===== config.mk =====
export PLATFORM = sky130hd
export DESIGN_NAME = sys_bus_bridge_flat
export DESIGN_NICKNAME = d
export VERILOG_FILES = /design/src/rtl/bridge_pkg.sv /design/src/rtl/sys_bus_bridge_if.sv /design/src/rtl/bridge_decoder.sv /design/src/rtl/sys_bus_bridge.sv /design/src/flat_wrapper.sv
export SDC_FILE = /design/constraint.sdc
export NUM_CORES = 1
export LEC_CHECK = 0
export ABC_AREA = 1
export BUFFER_PORTS_ARGS = -buffer_cell sky130_fd_sc_hd__buf_2
export CORE_AREA = 2 2 124 126
export DETAILED_ROUTE_END_ITERATION = 7
export DIE_AREA = 0 0 126 128
export PLACE_DENSITY = 0.84
export SYNTH_ARGS = -nofsm -noshare
export SYNTH_HDL_FRONTEND = slang
export SYNTH_SLANG_ARGS = --single-unit

===== constraint.sdc =====
create_clock -name clk -period 1.9 [get_ports clk]
set_input_delay 0.19 -clock clk [delete_from_list [all_inputs] [get_ports clk]]
set_output_delay 0.19 -clock clk [all_outputs]
set_load 0.1 [all_outputs]

===== src/rtl/bridge_pkg.sv =====
// Shared types and default memory map for the CPU-to-device bridges.
// Holds the FSM encoding, device windows, HWINT width and the index-width helper.
package bridge_pkg;

  typedef enum logic [1:0] {
    ST_IDLE   = 2'd0,
    ST_ACCESS = 2'd1,
    ST_RESP   = 2'd2
  } state_t;

  localparam logic [31:0] DM_BASE     = 32'h0000_0000;
  localparam logic [31:0] DM_MASK     = 32'hFFFF_C000;
  localparam logic [31:0] TIMER0_BASE = 32'h0000_7F00;
  localparam logic [31:0] TIMER0_MASK = 32'hFFFF_FFF0;
  localparam logic [31:0] TIMER1_BASE = 32'h0000_7F10;
  localparam logic [31:0] TIMER1_MASK = 32'hFFFF_FFF0;
  localparam logic [31:0] PERIPH_BASE = 32'h0000_7F20;
  localparam logic [31:0] PERIPH_MASK = 32'hFFFF_FFF0;

  localparam int HWINT_W = 6;

  function automatic int idx_width(input int n);
    return (n > 1) ? $clog2(n) : 1;
  endfunction

endpackage


===== src/rtl/sys_bus_bridge_if.sv =====
// CPU data-port and device-side signals of the bridge.
// slave = bridge view, master = CPU/device-model view.
interface sys_bus_bridge_if #(
  parameter int N_DEV = 4
);
  import bridge_pkg::*;

  logic                        cpu_req;
  logic [31:0]                 cpu_addr;
  logic [31:0]                 cpu_wdata;
  logic                        cpu_we;
  logic [3:0]                  cpu_be;
  logic                        cpu_ready;
  logic [31:0]                 cpu_rdata;
  logic                        cpu_err;
  logic [N_DEV-1:0]            dev_sel;
  logic [29:0]                 dev_addr;
  logic [31:0]                 dev_wdata;
  logic                        dev_we;
  logic [3:0]                  dev_be;
  logic [N_DEV-1:0]            dev_ack;
  logic [32*N_DEV-1:0]         dev_rdata;
  logic [N_DEV-1:0]            dev_irq;
  logic [HWINT_W-1:0]          hwint;

  modport slave (
    input  cpu_req, cpu_addr, cpu_wdata, cpu_we, cpu_be,
    input  dev_ack, dev_rdata, dev_irq,
    output cpu_ready, cpu_rdata, cpu_err,
    output dev_sel, dev_addr, dev_wdata, dev_we, dev_be, hwint
  );

  modport master (
    output cpu_req, cpu_addr, cpu_wdata, cpu_we, cpu_be,
    output dev_ack, dev_rdata, dev_irq,
    input  cpu_ready, cpu_rdata, cpu_err,
    input  dev_sel, dev_addr, dev_wdata, dev_we, dev_be, hwint
  );

endinterface


===== src/rtl/bridge_decoder.sv =====
// Combinational base/mask address decoder: one-hot hit, index and any-hit.
// Overlapping windows resolve to the lowest channel index.
module bridge_decoder
  import bridge_pkg::*;
#(
  parameter int                  N_DEV    = 4,
  parameter logic [32*N_DEV-1:0] DEV_BASE = {PERIPH_BASE, TIMER1_BASE, TIMER0_BASE, DM_BASE},
  parameter logic [32*N_DEV-1:0] DEV_MASK = {PERIPH_MASK, TIMER1_MASK, TIMER0_MASK, DM_MASK},
  localparam int                 IDX_W    = idx_width(N_DEV)
) (
  input  logic [31:0]      i_addr,
  output logic [N_DEV-1:0] o_hit,
  output logic [IDX_W-1:0] o_idx,
  output logic             o_any
);

  // Scan downward so the last (lowest) matching channel overrides.
  always_comb begin
    o_hit = '0;
    o_idx = '0;
    o_any = 1'b0;
    for (int i = N_DEV - 1; i >= 0; i--) begin
      if ((i_addr & DEV_MASK[32*i +: 32]) == DEV_BASE[32*i +: 32]) begin
        o_hit    = '0;
        o_hit[i] = 1'b1;
        o_idx    = IDX_W'(i);
        o_any    = 1'b1;
      end
    end
  end

endmodule


===== src/rtl/sys_bus_bridge.sv =====
// Sequential CPU-to-device bridge: decode, req/ack with timeout, one-cycle cpu_ready pulse.
// Zero-wait access completes in 2 cycles, decode/size errors in 1; hwint is dev_irq delayed by one cycle.
module sys_bus_bridge
  import bridge_pkg::*;
#(
  parameter int                  N_DEV     = 4,
  parameter logic [32*N_DEV-1:0] DEV_BASE  = {PERIPH_BASE, TIMER1_BASE, TIMER0_BASE, DM_BASE},
  parameter logic [32*N_DEV-1:0] DEV_MASK  = {PERIPH_MASK, TIMER1_MASK, TIMER0_MASK, DM_MASK},
  parameter logic [N_DEV-1:0]    WORD_ONLY = 4'b1110,
  parameter int                  TIMEOUT   = 15
) (
  input logic                clk,
  input logic                reset,
  sys_bus_bridge_if.slave    bus
);

  localparam int                 IDX_W  = idx_width(N_DEV);
  localparam int                 CNT_W  = $clog2(TIMEOUT + 1);
  localparam logic [CNT_W-1:0]   TO_CNT = CNT_W'(TIMEOUT);

  state_t              r_state;
  logic [IDX_W-1:0]    r_ch;
  logic [N_DEV-1:0]    r_sel;
  logic [29:0]         r_addr;
  logic [31:0]         r_wdata;
  logic                r_we;
  logic [3:0]          r_be;
  logic [CNT_W-1:0]    r_cnt;
  logic                r_ready;
  logic [31:0]         r_rdata;
  logic                r_err;
  logic [HWINT_W-1:0]  r_hwint;

  logic [N_DEV-1:0]    w_hit;
  logic [IDX_W-1:0]    w_idx;
  logic                w_any;
  logic                w_size_bad;
  logic [31:0]         w_ack_data;
  logic [HWINT_W-1:0]  w_irq_ext;

  bridge_decoder #(
    .N_DEV    (N_DEV),
    .DEV_BASE (DEV_BASE),
    .DEV_MASK (DEV_MASK)
  ) u_dec (
    .i_addr (bus.cpu_addr),
    .o_hit  (w_hit),
    .o_idx  (w_idx),
    .o_any  (w_any)
  );

  assign w_size_bad = bus.cpu_we && WORD_ONLY[w_idx] && (bus.cpu_be != 4'b1111);
  assign w_ack_data = bus.dev_rdata[32*int'(r_ch) +: 32];

  always_comb begin
    w_irq_ext               = '0;
    w_irq_ext[N_DEV-1:0]    = bus.dev_irq;
  end

  always_ff @(posedge clk) begin
    if (reset) begin
      r_state <= ST_IDLE;
      r_ch    <= '0;
      r_sel   <= '0;
      r_addr  <= '0;
      r_wdata <= '0;
      r_we    <= 1'b0;
      r_be    <= '0;
      r_cnt   <= '0;
      r_ready <= 1'b0;
      r_rdata <= '0;
      r_err   <= 1'b0;
    end else begin
      unique case (r_state)
        ST_IDLE: begin
          if (bus.cpu_req) begin
            r_addr  <= bus.cpu_addr[31:2];
            r_wdata <= bus.cpu_wdata;
            r_we    <= bus.cpu_we;
            r_be    <= bus.cpu_be;
            r_ch    <= w_idx;
            r_cnt   <= '0;
            if (!w_any || w_size_bad) begin
              r_state <= ST_RESP;
              r_ready <= 1'b1;
              r_err   <= 1'b1;
              r_rdata <= '0;
            end else begin
              r_state <= ST_ACCESS;
              r_sel   <= w_hit;
            end
          end
        end
        ST_ACCESS: begin
          // Only the latched channel's ack counts; the counter is tested before it advances.
          if (bus.dev_ack[r_ch]) begin
            r_state <= ST_RESP;
            r_sel   <= '0;
            r_ready <= 1'b1;
            r_err   <= 1'b0;
            r_rdata <= r_we ? 32'h0 : w_ack_data;
          end else if (r_cnt == TO_CNT) begin
            r_state <= ST_RESP;
            r_sel   <= '0;
            r_ready <= 1'b1;
            r_err   <= 1'b1;
            r_rdata <= '0;
          end else begin
            r_cnt <= r_cnt + 1'b1;
          end
        end
        ST_RESP: begin
          r_state <= ST_IDLE;
          r_ready <= 1'b0;
          r_err   <= 1'b0;
          r_rdata <= '0;
        end
        default: r_state <= ST_IDLE;
      endcase
    end
  end

  always_ff @(posedge clk) begin
    if (reset) r_hwint <= '0;
    else       r_hwint <= w_irq_ext;
  end

  assign bus.cpu_ready = r_ready;
  assign bus.cpu_rdata = r_rdata;
  assign bus.cpu_err   = r_err;
  assign bus.dev_sel   = r_sel;
  assign bus.dev_addr  = r_addr;
  assign bus.dev_wdata = r_wdata;
  assign bus.dev_we    = r_we;
  assign bus.dev_be    = r_be;
  assign bus.hwint     = r_hwint;

endmodule

===== src/flat_wrapper.sv =====
// flat-port wrapper written by rule: the top's interface ports become plain ports
module sys_bus_bridge_flat import bridge_pkg::*;
#(
  parameter int                  N_DEV     = 4,
  parameter logic [32*N_DEV-1:0] DEV_BASE  = {PERIPH_BASE, TIMER1_BASE, TIMER0_BASE, DM_BASE},
  parameter logic [32*N_DEV-1:0] DEV_MASK  = {PERIPH_MASK, TIMER1_MASK, TIMER0_MASK, DM_MASK},
  parameter logic [N_DEV-1:0]    WORD_ONLY = 4'b1110,
  parameter int                  TIMEOUT   = 15
)
  (clk, reset, bus_cpu_req, bus_cpu_addr, bus_cpu_wdata, bus_cpu_we, bus_cpu_be, bus_dev_ack, bus_dev_rdata, bus_dev_irq, bus_cpu_ready, bus_cpu_rdata, bus_cpu_err, bus_dev_sel, bus_dev_addr, bus_dev_wdata, bus_dev_we, bus_dev_be, bus_hwint);
  sys_bus_bridge_if #(.N_DEV(N_DEV)) bus_i ();
  input logic clk;
  input logic reset;
  input wire logic [$bits(bus_i.cpu_req)-1:0] bus_cpu_req;
  input wire logic [$bits(bus_i.cpu_addr)-1:0] bus_cpu_addr;
  input wire logic [$bits(bus_i.cpu_wdata)-1:0] bus_cpu_wdata;
  input wire logic [$bits(bus_i.cpu_we)-1:0] bus_cpu_we;
  input wire logic [$bits(bus_i.cpu_be)-1:0] bus_cpu_be;
  input wire logic [$bits(bus_i.dev_ack)-1:0] bus_dev_ack;
  input wire logic [$bits(bus_i.dev_rdata)-1:0] bus_dev_rdata;
  input wire logic [$bits(bus_i.dev_irq)-1:0] bus_dev_irq;
  output wire logic [$bits(bus_i.cpu_ready)-1:0] bus_cpu_ready;
  output wire logic [$bits(bus_i.cpu_rdata)-1:0] bus_cpu_rdata;
  output wire logic [$bits(bus_i.cpu_err)-1:0] bus_cpu_err;
  output wire logic [$bits(bus_i.dev_sel)-1:0] bus_dev_sel;
  output wire logic [$bits(bus_i.dev_addr)-1:0] bus_dev_addr;
  output wire logic [$bits(bus_i.dev_wdata)-1:0] bus_dev_wdata;
  output wire logic [$bits(bus_i.dev_we)-1:0] bus_dev_we;
  output wire logic [$bits(bus_i.dev_be)-1:0] bus_dev_be;
  output wire logic [$bits(bus_i.hwint)-1:0] bus_hwint;
  assign bus_i.cpu_req = bus_cpu_req;
  assign bus_i.cpu_addr = bus_cpu_addr;
  assign bus_i.cpu_wdata = bus_cpu_wdata;
  assign bus_i.cpu_we = bus_cpu_we;
  assign bus_i.cpu_be = bus_cpu_be;
  assign bus_i.dev_ack = bus_dev_ack;
  assign bus_i.dev_rdata = bus_dev_rdata;
  assign bus_i.dev_irq = bus_dev_irq;
  assign bus_cpu_ready = bus_i.cpu_ready;
  assign bus_cpu_rdata = bus_i.cpu_rdata;
  assign bus_cpu_err = bus_i.cpu_err;
  assign bus_dev_sel = bus_i.dev_sel;
  assign bus_dev_addr = bus_i.dev_addr;
  assign bus_dev_wdata = bus_i.dev_wdata;
  assign bus_dev_we = bus_i.dev_we;
  assign bus_dev_be = bus_i.dev_be;
  assign bus_hwint = bus_i.hwint;
  sys_bus_bridge #(.N_DEV(N_DEV), .DEV_BASE(DEV_BASE), .DEV_MASK(DEV_MASK), .WORD_ONLY(WORD_ONLY), .TIMEOUT(TIMEOUT)) u_core (.clk(clk), .reset(reset), .bus(bus_i));
endmodule

After elaboration in Yosys (flattened, before gate mapping)

Cells that the tools add are included.

Eq/ne operators: 13
Reductions and logical operators: 13
$lt $le $gt $ge: 2
Muxes and demuxes: 43
Shift operators: 1
Add/sub/neg operators: 1

Operators with widths:

| kind                                                                     | number |
|---|---|
| 32-bit two-way mux                                                       | 5 |
| 128-bit by 8-bit variable part select with 32-bit output                 | 1 |
| 32-bit one-hot mux with 3 select lines                                   | 1 |
| 28-bit by 11-bit equality test with 1-bit output (second input constant) | 3 |
| 4-bit two-way mux                                                        | 11 |
| 32-bit logical NOT                                                       | 1 |
| 2-bit two-way mux                                                        | 8 |
| 4-bit one-hot mux with 2 select lines                                    | 2 |
| 4-bit AND reduction                                                      | 3 |
| 1-bit two-way mux                                                        | 11 |
| 2-bit inequality test (second input constant)                            | 4 |
| 2-bit by 3-bit < comparator with 1-bit output (second input constant)    | 2 |
| 1-bit one-hot mux with 3 select lines                                    | 2 |
| 4-bit by 1-bit adder with 4-bit output (second input constant)           | 1 |
| 1-bit binary-select mux with 2-bit select                                | 2 |
| 4-bit equality test (second input constant)                              | 1 |
| 4-bit inequality test (second input constant)                            | 1 |
| 2-bit one-hot mux with 2 select lines                                    | 1 |
| 2-bit AND reduction                                                      | 2 |
| 3-bit by 1-bit inequality test with 1-bit output (second input constant) | 1 |
| 3-bit nonzero test                                                       | 1 |
| 2-bit by 1-bit equality test with 1-bit output (second input constant)   | 1 |
| 2-bit equality test (second input constant)                              | 1 |
| 1-bit logical AND                                                        | 2 |
| other kinds (5)                                                          | 5 |

Register bits: 119
Output and inout port bits: 111
Input bits: 208
Word-level logic and storage cells: 86

Longest topological paths before layout

Depth after elaboration: 13
Mapped depth: 14
Mapped depth without buffers: 13

Cells and area by module

A second synthesis with hierarchy kept.

Cell total of the unflattened synthesis: 886
Area, all modules: 5836.8 um^2

By module, submodules not included:

| module         | sequential area each (um^2) | cells each | instances | area each (um^2) |
|---|---|---|---|---|
| sys_bus_bridge | 2342.2                      | 837        | 1         | 5609.1 |
| bridge_decoder | 0.0                         | 49         | 1         | 227.7 |

Worst setup path before layout

No wires, ideal clock.

Path kind: flip-flop to flip-flop
Start: register u_core.r_we, in the netlist u_core.bus.dev_we
End: register u_core.r_rdata[1], in the netlist u_core.bus.cpu_rdata[1]
Data required time: 1.781 ns
Cell stages (with the launch flop): 8
Slack: -0.089 ns
Clock period less this slack: 1.989 ns
Library setup time: 0.119 ns
Buffers on the path: 2
Arrival: 1.870 ns
Path through: dfxtp_1 clkbuf_1 inv_1 clkbuf_1 nand3_1 nand3_1 nand2_1 nor2_1

Word-level cells in the longest chain between the ends: 3

RTL lines:

| what                                   | RTL line              | text |
|---|---|---|
| start, declared                        | sys_bus_bridge.sv:26  | `logic r_we;` |
| start signal, assigned                 | sys_bus_bridge.sv:79  | `r_we <= bus.cpu_we;` |
| 32-bit two-way mux                     | sys_bus_bridge.sv:101 | `r_rdata <= r_we ? 32'h0 : w_ack_data;` |
| 32-bit two-way mux                     | sys_bus_bridge.sv:96  | `if (bus.dev_ack[r_ch]) begin` |
| 32-bit one-hot mux with 3 select lines | sys_bus_bridge.sv:74  | `unique case (r_state)` |
| end signal, assigned                   | sys_bus_bridge.sv:101 |  |
| end, declared                          | sys_bus_bridge.sv:30  | `logic [31:0] r_rdata;` |

No other way between the ends.
A chain may end at the register's enable or synchronous reset.

Worst setup path in the final report

Start: register u_core.r_ch[1]
End: register u_core.r_rdata[20], in the netlist u_core.bus.cpu_rdata[20]

Word-level cells in the longest chain between the ends: 4
Elaborated cells on any way between the ends: 8
Classes of those cells: eq/ne (1); shift (1); mux (5); reduce/logical (1)

RTL lines:

| what                                                                                                                  | RTL line                                    | text |
|---|---|---|
| start, declared                                                                                                       | sys_bus_bridge.sv:22                        | `logic [IDX_W-1:0] r_ch;` |
| start signal, assigned                                                                                                | sys_bus_bridge.sv:81                        | `r_ch <= w_idx;` |
| 128-bit by 8-bit variable part select with 32-bit output or 1-bit binary-select mux with 2-bit select (tied branches) | sys_bus_bridge.sv:53, sys_bus_bridge.sv:96  |  |
| 32-bit two-way mux or 1-bit two-way mux (tied branches)                                                               | sys_bus_bridge.sv:101, sys_bus_bridge.sv:96 |  |
| 32-bit two-way mux or 3-bit by 1-bit inequality test with 1-bit output (tied branches)                                | n/a                                         |  |
| 32-bit one-hot mux with 3 select lines or 4-bit AND reduction (tied branches)                                         | n/a                                         |  |

Several ways; a longest one is shown, not always the timed one. The select of a mux whose other input is x is not followed.

==> run_results.csv <==
group,metric,value,unit
run_status,outcome,"finished, final reports clean",
yosys,yosysWarnings,0,
setup_path,crit_chain,"inv_2 -> nand3_1 -> nand2_1 -> nand3_2 -> o21ai_1 -> a21oi_2 -> buf_6 -> nand3_1 -> nand2_1 -> nor2_1",
min_path,hp-start,"bus_cpu_wdata[31]",
setup_path,crit_cells,10,
routing,vias,6869,
placement,place.gp.congestion,0.8649,
placement,placed_area,7510,um2
setup_path,regToRegStartpoint,"u_core.r_ch[1]",
run,cap_violations,0,
clocking,cts_tree,"yes",
setup_path,crit_type,"flop to flop",
clocking,post_cts_buffers,0,
yosys,synth_top_cell_by_area,"dfxtp_1",
floorplanning,fp.dieH,128,um
sta,rsz0062_at_grt,"true",
setup_path,slowest_stage,"dfxtp_1",
floorplanning,floorplan.initialDensity,39.03,%
placement,dp_hpwl,14.43,mm
routing,ant_nets,0,
yosys,avgSynthCellArea,6.482,um2
routing,routedWlPerCell,14.04,um
power,leakagePower,4.075,nW
routing,viasPerCell,4.949,
power,power.density,996.2,nW/um2
routing,initialDrtViolationCount,357,
clocking,clock_latency,410,ps
sta,timing.final.crit_period,1727,ps
min_path,whs_path_depth,3,
layout,fill_cells,1453,
yosys,synth_area,5802,um2
sta,finalSetupViolations,0,
sta,final_hold_viol_count,0,
setup_path,required,2200,ps
global_routing,grt_max_degree,68,
yosys,synth_area_leaders,"dfxtp_1 (40%), nand2_1 (14%), nor2_1 (12%), a21oi_1 (7.2%), o21ai_0 (6.2%)",
power,ir_drop,0.6083,mV
layout,fin_area,8215,um2
clocking,clock-root-buffer,"clkbuf_16",
setup_path,cp_max_fo,30,
sta,max_freq,579.1,MHz
clocking,cts_buffers,17,
global_routing,grt_pass1_vias,6432,
sta,finalMaxSlewViolations,0,
sta,tns,0,ps
setup_path,crit_family,"simple AND/OR/NAND/NOR gates",
yosys,yosysSeqAreaShare,40.37,%
layout,nets,1396,
sta,skew,10.75,ps
yosys,synth_edf_count,0,
yosys,yosys_register_bits,117,
setup_path,worstRegToRegCells,10,
routing,routed_wirelength,19.48,mm
placement,io_buffers,314,
setup_path,cp-end-kind,"flop",
floorplanning,row_count,45,
floorplanning,die_w,126,um
clocking,clk_pin_slew,60,ps
floorplanning,die_area,16130,um2
global_routing,grt_pass1_wl,30.78,mm
routing,firstDrtPassIters,5,
global_routing,grt-ovfl-total,0,
setup_path,cp.arrival,2020,ps
layout,multiInputGateArea,2982,um2
global_routing,antenna_found_initial,0,
layout,n_antenna_cell,0,
setup_path,timing.critical_path.buf_inv,2,
setup_path,start_kind,"flop",
global_routing,track_usage,23.71,%
sta,worst_pin_slew,699.0,ps
clocking,h-tree-depth,4,
floorplanning,io_pins,319,
yosys,synthCells,895,
layout,fin_util,55.27,%
yosys,synth_cell_types,33,
layout,area_growth,41.60,%
yosys,yosys.area.top_type_share,40.37,%
setup_path,critPathLaunch,"u_core.r_ch[1]",
sta,finalCritPeriodShare,90.88,%
layout,final-seq-area,2345,um2
sta,relSlewSlack,53.40,%
clocking,cts_num_sinks,117,
layout,layout-drive-gt1-share,32.83,%
routing,drc_errors,0,
min_path,hp-class,"input pin to flop",
yosys,ys.flop_type,"dfxtp_1",
yosys,async_flop_share,0,%
clocking,clock_path_buffers,2,
setup_path,slowest_delay,420,ps
floorplanning,core-area,14860,um2
## registers in the layout, summed over array words and instances, names as in the netlist
name and count:
u_core.bus.cpu_ready 1, u_core.bus.dev_be 4, u_core.r_state 2, u_core.r_ch 2, u_core.bus.cpu_rdata 32, u_core.bus.cpu_err 1, u_core.r_cnt 4, u_core.bus.dev_wdata 32
u_core.bus.dev_sel 4, u_core.bus.hwint 4, u_core.bus.dev_we 1, u_core.bus.dev_addr 30
## power breakdown
group	internal [mW]	switching [mW]	total, mW
combinational	0.449	1.50	1.95
sequential	2.59	0.0707	2.66
clock	2.38	1.20	3.57
total	5.42	2.77	8.18
## worst paths after layout
kind                                                 end  slack (ps)
worst max-delay path            u_core.bus.cpu_rdata[20]         170
worst min-delay path            u_core.bus.dev_wdata[31]          30
worst max register to register  u_core.bus.cpu_rdata[20]         170
worst min register to register   u_core.bus.dev_wdata[9]         460
## layout make-up
class                           count  share of cell area (%)
Multi-Input combinational cell    665                   36.29
Sequential cell                   117                   28.54
Timing Repair Buffer              337                   22.01
Clock buffer                       18                   5.346
Tap cell                          188                   2.863
Clock inverter                     14                   2.711
Inverter                           49                   2.239
## timing repair
action,4_1_cts,5_1_grt
setup endpoints to repair,0,15
hold endpoints to repair,4,0
hold buffers,4,0
gates resized for setup,0,1
## logic make-up after synthesis
family / after synthesis / share of synthesized area (%)
AND/OR/NAND/NOR: 468 / 32.87
AO/OA/AOI/OAI: 194 / 18.09
flip-flops: 117 / 40.37
buffers and inverters: 114 / 8.389
adder cells (fa/ha/maj): 1 / 0.2156
other: 1 / 0.06463
## per-layer routing
layer | vias to the layer above | GRT usage, % | wire length (um)
met3 | 38 | 6.302 | 1572
met2 | 297 | 40.32 | 9404
li1 | 3475 | - | -
met1 | 3059 | 28.16 | 7905
met5 | - | 0 | 0
met4 | 0 | 10.60 | 600
## Yosys cell counts, types with 2 or more instances
master / instances
a211oi_1: 17
a21oi_1: 83
buf_1: 4
buf_2: 23
buf_4: 2
buf_6: 3
clkbuf_1: 33
dfxtp_1: 117
inv_1: 37
inv_2: 12
nand2_1: 211
nand2_2: 2
nand3_1: 57
nor2_1: 182
nor2_2: 5
nor2_4: 3
nor3_1: 2
o21ai_0: 72
o22ai_1: 16
## layout by cell type, fill, tap and decap left out, types with 3 or more instances in the layout
cell type and instances:
o21ai_0 72, clkinv_4 3, nand3_1 57, dlygate4sd3_1 4, buf_4 14, bufinv_16 5, a211oi_1 17, o22ai_1 16
inv_6 3, nor2_1 182, a21oi_1 83, nand2_1 211, nor2_4 4, dfxtp_1 115, clkbuf_16 17, nor2_2 4
inv_1 37, buf_2 314, inv_2 12, buf_12 4
## per-stage QoR
step | instances | hold slack (ps) | power, mW | setup WS [ps]
floorplan | 896 | 297.0 | 4.169 | 215.5
global placement | 1352 | 387.7 | 4.631 | 12.27
detailed placement | 1352 | 398.5 | 4.652 | -37.77
CTS | 1388 | 5.230 | 8.256 | 95.26
global route | 1388 | 7.335 | 8.521 | -20.89
finish | 1388 | 25.83 | 8.184 | 173.3
## worst register-to-register path, cell delays in order, from the launching register on
cell	delay, ps
dfxtp_1	420
inv_2	60
nand3_1	80
nand2_1	140
nand3_2	120
o21ai_1	90
a21oi_2	200
buf_6	260
nand3_1	140
nand2_1	80
nor2_1	40
Power figures use the tool's default switching activity.
